File: src/rtl/qpi_flash_pkg.sv
// Shared opcodes, encodings and types for the QPI flash responder.
package qpi_flash_pkg;

  localparam logic [7:0] OP_QPI_EXIT  = 8'hFF;
  localparam logic [7:0] OP_FAST_RD   = 8'h0B;
  localparam logic [7:0] OP_SET_PARAM = 8'hC0;
  localparam logic [7:0] OP_RST_EN    = 8'h66;
  localparam logic [7:0] OP_RST       = 8'h99;
  localparam logic [7:0] OP_QPI_EN    = 8'h38;
  localparam logic [7:0] OP_RDSR      = 8'h05;

  localparam logic [3:0] DUMMY_DEF = 4'd2;

  typedef enum logic [2:0] {
    ST_CMD,
    ST_PARAM,
    ST_ADDR,
    ST_DUMMY,
    ST_DATA,
    ST_IGNORE,
    ST_RSTWAIT
  } state_e;

  typedef enum logic {
    MODE_SPI,
    MODE_QPI
  } mode_e;

  // P[5:4] selects 2,4,6,8 dummy edges
  function automatic logic [3:0] dummy_dec(input logic [1:0] p);
    return {1'b0, p, 1'b0} + 4'd2;
  endfunction

  // P[1:0] selects an 8,16,32,64 byte wrap window
  function automatic logic [6:0] wrap_mask(input logic [1:0] sel);
    return (7'd8 << sel) - 7'd1;
  endfunction

endpackage

File: src/rtl/qpi_resp_addr_gen.sv
// Read address register: loads the start address, then steps
// linearly or within the wrap window.
module qpi_resp_addr_gen
  import qpi_flash_pkg::*;
#(
  parameter int ADDR_W = 24
) (
  input  logic              clk_i,
  input  logic              rst_i,
  input  logic              load_i,
  input  logic [ADDR_W-1:0] load_addr_i,
  input  logic              inc_i,
  input  logic              wrap_en_i,
  input  logic [1:0]        wrap_sel_i,
  output logic [ADDR_W-1:0] addr_o
);

  logic [ADDR_W-1:0] addr_q;
  logic [ADDR_W-1:0] addr_d;
  logic [ADDR_W-1:0] mask;
  logic [ADDR_W-1:0] inc;

  always_comb begin
    mask   = ADDR_W'(wrap_mask(wrap_sel_i));
    inc    = addr_q + ADDR_W'(1);
    addr_d = addr_q;
    if (load_i) begin
      addr_d = load_addr_i;
    end else if (inc_i) begin
      addr_d = wrap_en_i ? ((addr_q & ~mask) | (inc & mask)) : inc;
    end
  end

  always_ff @(posedge clk_i) begin
    if (rst_i) addr_q <= '0;
    else       addr_q <= addr_d;
  end

  assign addr_o = addr_q;

endmodule

File: src/rtl/qpi_flash_responder.sv
// QPI serial-flash device model serving Fast Read from a byte memory.
// Define QPIRESP_RDSR_EN to add QPI Read Status (0x05).
module qpi_flash_responder
  import qpi_flash_pkg::*;
#(
  parameter int ADDR_W  = 24,
  parameter int RST_CYC = 1800
) (
  input  logic              HCLK,
  input  logic              HRESET,
  input  logic              cs_n,
  input  logic              sclk_en,
  input  logic [3:0]        io_i,
  output logic [3:0]        io_o,
  output logic [3:0]        io_oe,
  output logic [ADDR_W-1:0] mem_addr,
  output logic              mem_rd,
  input  logic [7:0]        mem_rdata,
  output logic              busy
);

  localparam int RC_W = $clog2(RST_CYC + 1);

  state_e            state_q, state_d;
  mode_e             mode_q, mode_d;
  logic [3:0]        cnt_q, cnt_d;
  logic [23:0]       sh_q, sh_d, sh_nx;
  logic              armed_q, armed_d;
  logic [3:0]        dummy_q, dummy_d;
  logic              wrap_en_q, wrap_en_d;
  logic [1:0]        wrap_sel_q, wrap_sel_d;
  logic [RC_W-1:0]   rcnt_q, rcnt_d;
  logic [3:0]        io_o_q, io_o_d;
  logic [3:0]        io_oe_q, io_oe_d;
  logic              mem_rd_q, mem_rd_d;
  logic              rd_pend_q, rd_pend_d;
  logic [7:0]        buf_q, buf_d;
  logic [3:0]        cur_q, cur_d;
  logic              lo_nx_q, lo_nx_d;
  logic              rdsr_q, rdsr_d;
  logic              addr_ld, addr_inc, pres_hi, cmd_done;
  logic [7:0]        cmd, src;
`ifdef QPIRESP_RDSR_EN
  logic [7:0]        status;
`endif

  always_comb begin
    state_d    = state_q;
    mode_d     = mode_q;
    cnt_d      = cnt_q;
    sh_d       = sh_q;
    armed_d    = armed_q;
    dummy_d    = dummy_q;
    wrap_en_d  = wrap_en_q;
    wrap_sel_d = wrap_sel_q;
    rcnt_d     = rcnt_q;
    io_o_d     = io_o_q;
    io_oe_d    = io_oe_q;
    mem_rd_d   = 1'b0;
    rd_pend_d  = mem_rd_q;
    buf_d      = rd_pend_q ? mem_rdata : buf_q;
    cur_d      = cur_q;
    lo_nx_d    = lo_nx_q;
    rdsr_d     = rdsr_q;
    addr_ld    = 1'b0;
    addr_inc   = 1'b0;
    pres_hi    = 1'b0;
    // SPI only touches the low byte so the address bits ride through
    sh_nx = (mode_q == MODE_SPI) ? {sh_q[23:8], sh_q[6:0], io_i[0]}
                                 : {sh_q[19:0], io_i};
    cmd      = sh_nx[7:0];
    cmd_done = cnt_q == ((mode_q == MODE_SPI) ? 4'd7 : 4'd1);
    src      = rd_pend_q ? mem_rdata : buf_q;
`ifdef QPIRESP_RDSR_EN
    status = {7'b0, state_q == ST_RSTWAIT};
    if (rdsr_q) src = status;
`endif

    if (state_q == ST_RSTWAIT) begin
      if (rcnt_q == '0) begin
        state_d    = ST_CMD;
        mode_d     = MODE_SPI;
        dummy_d    = DUMMY_DEF;
        wrap_en_d  = 1'b0;
        wrap_sel_d = 2'd0;
        armed_d    = 1'b0;
        cnt_d      = '0;
      end else begin
        rcnt_d = rcnt_q - RC_W'(1);
      end
    end else if (cs_n) begin
      state_d = ST_CMD;
      cnt_d   = '0;
      io_oe_d = '0;
      io_o_d  = '0;
      rdsr_d  = 1'b0;
      lo_nx_d = 1'b0;
    end else if (sclk_en) begin
      sh_d  = sh_nx;
      cnt_d = cnt_q + 4'd1;
      unique case (state_q)
        ST_CMD: begin
          if (cmd_done) begin
            cnt_d   = '0;
            state_d = ST_IGNORE;
            if (mode_q == MODE_SPI) begin
              armed_d = (cmd == OP_RST_EN);
              if (cmd == OP_RST && armed_q) begin
                state_d = ST_RSTWAIT;
                rcnt_d  = RC_W'(RST_CYC - 1);
              end
              if (cmd == OP_QPI_EN) mode_d = MODE_QPI;
            end else begin
              unique case (1'b1)
                cmd == OP_QPI_EXIT:  mode_d  = MODE_SPI;
                cmd == OP_SET_PARAM: state_d = ST_PARAM;
                cmd == OP_FAST_RD:   state_d = ST_ADDR;
`ifdef QPIRESP_RDSR_EN
                cmd == OP_RDSR: begin
                  state_d = ST_DATA;
                  rdsr_d  = 1'b1;
                  io_o_d  = status[7:4];
                  cur_d   = status[3:0];
                  io_oe_d = 4'hF;
                  lo_nx_d = 1'b1;
                end
`endif
                default: ;
              endcase
            end
          end
        end
        ST_PARAM: begin
          if (cnt_q == 4'd1) begin
            dummy_d    = dummy_dec(sh_nx[5:4]);
            wrap_en_d  = (sh_nx[7:6] == 2'd0);
            wrap_sel_d = sh_nx[1:0];
            state_d    = ST_IGNORE;
          end
        end
        ST_ADDR: begin
          if (cnt_q == 4'd5) begin
            addr_ld  = 1'b1;
            mem_rd_d = 1'b1;
            cnt_d    = '0;
            state_d  = ST_DUMMY;
          end
        end
        ST_DUMMY: begin
          if (cnt_q == dummy_q - 4'd1) begin
            state_d = ST_DATA;
            pres_hi = 1'b1;
          end
        end
        ST_DATA: begin
          if (lo_nx_q) begin
            io_o_d  = cur_q;
            lo_nx_d = 1'b0;
          end else begin
            pres_hi = 1'b1;
          end
        end
        default: ;
      endcase
      // presenting a high nibble also fetches the following byte
      if (pres_hi) begin
        io_o_d  = src[7:4];
        cur_d   = src[3:0];
        io_oe_d = 4'hF;
        lo_nx_d = 1'b1;
        if (!rdsr_q) begin
          mem_rd_d = 1'b1;
          addr_inc = 1'b1;
        end
      end
    end
  end

  always_ff @(posedge HCLK) begin
    if (HRESET) begin
      state_q    <= ST_CMD;
      mode_q     <= MODE_SPI;
      cnt_q      <= '0;
      sh_q       <= '0;
      armed_q    <= 1'b0;
      dummy_q    <= DUMMY_DEF;
      wrap_en_q  <= 1'b0;
      wrap_sel_q <= 2'd0;
      rcnt_q     <= '0;
      io_o_q     <= '0;
      io_oe_q    <= '0;
      mem_rd_q   <= 1'b0;
      rd_pend_q  <= 1'b0;
      buf_q      <= '0;
      cur_q      <= '0;
      lo_nx_q    <= 1'b0;
      rdsr_q     <= 1'b0;
    end else begin
      state_q    <= state_d;
      mode_q     <= mode_d;
      cnt_q      <= cnt_d;
      sh_q       <= sh_d;
      armed_q    <= armed_d;
      dummy_q    <= dummy_d;
      wrap_en_q  <= wrap_en_d;
      wrap_sel_q <= wrap_sel_d;
      rcnt_q     <= rcnt_d;
      io_o_q     <= io_o_d;
      io_oe_q    <= io_oe_d;
      mem_rd_q   <= mem_rd_d;
      rd_pend_q  <= rd_pend_d;
      buf_q      <= buf_d;
      cur_q      <= cur_d;
      lo_nx_q    <= lo_nx_d;
      rdsr_q     <= rdsr_d;
    end
  end

  qpi_resp_addr_gen #(
    .ADDR_W(ADDR_W)
  ) u_addr (
    .clk_i      (HCLK),
    .rst_i      (HRESET),
    .load_i     (addr_ld),
    .load_addr_i(ADDR_W'(sh_nx)),
    .inc_i      (addr_inc),
    .wrap_en_i  (wrap_en_q),
    .wrap_sel_i (wrap_sel_q),
    .addr_o     (mem_addr)
  );

  assign io_o   = io_o_q;
  assign io_oe  = io_oe_q;
  assign mem_rd = mem_rd_q;
  assign busy   = (state_q == ST_RSTWAIT);

endmodule

File: config.mk
export PLATFORM = sky130hd
export DESIGN_NAME = qpi_flash_responder
export DESIGN_NICKNAME = d
export VERILOG_FILES = /design/src/rtl/qpi_flash_pkg.sv /design/src/rtl/qpi_resp_addr_gen.sv /design/src/rtl/qpi_flash_responder.sv
export SDC_FILE = /design/constraint.sdc
export NUM_CORES = 1
export LEC_CHECK = 0
export ABC_AREA = 1
export BUFFER_PORTS_ARGS = -buffer_cell sky130_fd_sc_hd__buf_4
export CAP_MARGIN = 10
export CORE_ASPECT_RATIO = 1.25
export CORE_MARGIN = 2
export CORE_UTILIZATION = 65
export DETAILED_ROUTE_END_ITERATION = 16
export PLACE_DENSITY = 0.86
export SLEW_MARGIN = 20
export SYNTH_ARGS = -nofsm -noshare
export SYNTH_HDL_FRONTEND = slang
export SYNTH_SLANG_ARGS = --single-unit
File: constraint.sdc
create_clock -name HCLK -period 4.1 [get_ports HCLK]
set_input_delay 0.41 -clock HCLK [delete_from_list [all_inputs] [get_ports HCLK]]
set_output_delay 0.41 -clock HCLK [all_outputs]
set_load 0.01 [all_outputs]
==> flow_metrics.tcl <==
set metrics [dict create \
    status "finished, final reports clean" \
    ant_nets 0 \
    cp.required_ps 4420 \
    worstHoldPathType "input port to flop" \
    worstMarginPinSlew_ps 1020 \
    placed_area_sq_um 6060 \
    fin_skew_ps 18.3 \
    cts_hold_buf 0 \
    hold_path_startpoint "mem_rdata[0]" \
    slew_violations 0 \
    seq_area_sq_um 1880 \
    ys_seq_area_share_pct 32.8 \
    p_leak_nw 2.88 \
    synthesis.nets 942 \
    viasPerCell 5.60 \
    synthCells 917 \
    first_pass_iters 6 \
    grt_max_degree 45 \
    cp-end-kind "flop" \
    die_area_sq_um 9610 \
    ir_drop_v 0.000243 \
    synth_most_common_cell "nand2_1" \
    antenna_found_initial 0 \
    drive_gt1_share_pct 11.1 \
    reg2reg_to "u_addr.addr_o[9]$_SDFFE_PP0P_" \
    max_freq_mhz 360 \
    worst-setup-path-type "flop to flop" \
    htree_levels 3 \
    relSlewSlack_pct 31.8 \
    yosys_register_bits 94 \
    yosys.area.top_type_share_pct 32.8 \
    p_per_area_nw_per_um2 319 \
    row_count 38 \
    synthDistinctLibCells 39 \
    final_cells 1068 \
    ctsResizeCount 0 \
    cts_sinks 94 \
    finalNetCount 968 \
    start_util_pct 66.4 \
    post_cts_buffers 0 \
    chipHeight_um 109 \
    synth-main-ff-cell "dfxtp_1" \
    r2r_start "cnt_q[1]$_SDFFE_PP0P_" \
    syn_to_final_growth_pct 8.98 \
    power.total_w 0.00200 \
    async_flop_share_pct 0 \
    synth_area_leader_cell "dfxtp_1" \
    numCtsBuffers 9 \
    multi_input_area_sq_um 3240 \
    worstPathArrival_ps 3090 \
    ys_top_cells_by_area "dfxtp_1 33%, nand2_1 17%, nor2_1 8.4%" \
    fp.coreArea_sq_um 8650 \
    grt_remaining_overflow 0 \
    critPathLaunchType "flop" \
    routed-via-count 5978 \
    die_w_um 88.1 \
    ios 50 \
    final_design_area_no_fill_sq_um 6260 \
    drt_iter0_drc 690 \
    cts_tree "built" \
    layout_setup_ws_ps 1330 \
    clk_pin_slew_ps 110 \
    setup_viol 0 \
    cts-root-buf "clkbuf_8" \
    maxCapViolCount 0 \
    drc_errors 0 \
    numPortBuffers 49 \
    rrSetupSlack_ps 1330 \
    place.gp.congestion 0.930 \
    ys_warn_count 0 \
    rsz0062_at_grt "no" \
    place_ws_ps 1390 \
    syn_area_per_cell_sq_um 6.26 \
    min_to "buf_q[0]$_SDFF_PP0_" \
    wl_um 14700 \
    period_minus_slack_ps 2770 \
    path_max_fanout 34 \
    clockBufferDepth 2 \
    netlist_top_cells_count "253 x nand2_1, 129 x nor2_1, 99 x inv_1" \
    nFillCells 778 \
    hold_depth 3 \
    first_global_vias 5362 \
    wire_per_inst_um 13.7 \
    dp.cells 1052 \
    fin_tns_setup_ps 0 \
    clock_latency_ps 380 \
    hold_viol 0 \
    fin_crit_sh_pct 67.7 \
    synth_edf_count 0 \
    r2r.worst_path.cells 12 \
    grt_usage_pct 31.0 \
    grt_pass1_wl_um 23900 \
    syn_area_sq_um 5740 \
    dp_hpwl_um 10500 \
    diodes 0 \
]
==> layout make-up <==
| class | instances | share of cell area (%) |
|---|---|---|
| clock inverter | 6 | 1.14 |
| timing repair buffer | 51 | 6.12 |
| clock buffer | 10 | 2.04 |
| multi-input combinational | 680 | 51.7 |
| inverter | 107 | 6.52 |
| sequential | 94 | 30.1 |
| tap | 120 | 2.40 |
==> layout by cell type, fill, tap and decap left out, types with 7 or more instances in the layout <==
cell and instances:
inv_1 99, nand3_1 66, nand4_1 13, dfxtp_1 94, nor2_2 8, xor2_1 10, nor2_1 129, clkbuf_8 9
nand3b_1 13, a21oi_1 64, nand2_1 253, nand2_2 7, o21ai_0 72, buf_4 51, ha_1 9
==> report_power, final <==
part	internal, W	total [W]	leakage [nW]	switching [W]
clock network	0.000288	0.000641	0.0984	0.000353
registers	0.000959	0.00100	0.764	0.0000439
logic	0.000125	0.000356	2.02	0.000231
total	0.00137	0.00200	2.88	0.000628
==> cell families after synthesis <==
| family | share of synthesized area, % |
|---|---|
| AO/OA/AOI/OAI | 13.9 |
| XOR/XNOR | 1.52 |
| adder cells (fa/ha/maj) | 1.96 |
| buffers and inverters | 10.9 |
| flip-flops | 32.8 |
| multiplexers | 0.697 |
| AND/OR/NAND/NOR | 38.3 |
==> registers in the layout, indices dropped and copies added, names as in the netlist, 4 cells and up, named ones only <==
register,count
cnt_q,4
cur_q,4
io_o,4
rcnt_q,11
sh_q,24
u_addr.addr_o,21
buf_q,8
==> through the flow <==
step | hold slack, ps | utilization, %
floorplan | 422 | -
global placement | 418 | 70.0
detailed placement | 421 | 70.0
CTS | 290 | 72.3
global route | 327 | 72.3
finish | 298 | 72.3
==> routing by layer <==
layer	routed length (um)	up-vias	global-route usage (%)
met2	7030	266	51.7
li1	-	2977	-
met4	170	0	8.87
met5	0	-	0
met3	1110	22	4.62
met1	6340	2713	41.7
==> worst max path at each step <==
stage                                          to  cells after the start                   from
floorplan                  rcnt_q[2]$_SDFFE_PP0P_                     14    mode_q$_SDFFE_PP0P_
global placement    u_addr.addr_o[7]$_SDFFE_PP0P_                     11  cnt_q[0]$_SDFFE_PP0P_
detailed placement  u_addr.addr_o[9]$_SDFFE_PP0P_                     12  cnt_q[1]$_SDFFE_PP0P_
CTS                 u_addr.addr_o[9]$_SDFFE_PP0P_                     12  cnt_q[1]$_SDFFE_PP0P_
global route        u_addr.addr_o[9]$_SDFFE_PP0P_                     12  cnt_q[1]$_SDFFE_PP0P_
finish              u_addr.addr_o[9]$_SDFFE_PP0P_                     12  cnt_q[1]$_SDFFE_PP0P_
==> critical path, cell delays in order, from the launching register on <==
cell and delay, ps:
dfxtp_1 380, inv_1 120, ha_1 180, nand3_1 110, nor2_2 170, nand2_1 80
nor2_2 580, inv_2 350, nand2_1 210, nand2_4 230, nand2_1 130, nand2_1 50
nor2_1 130
Power figures use the tool's default switching activity.
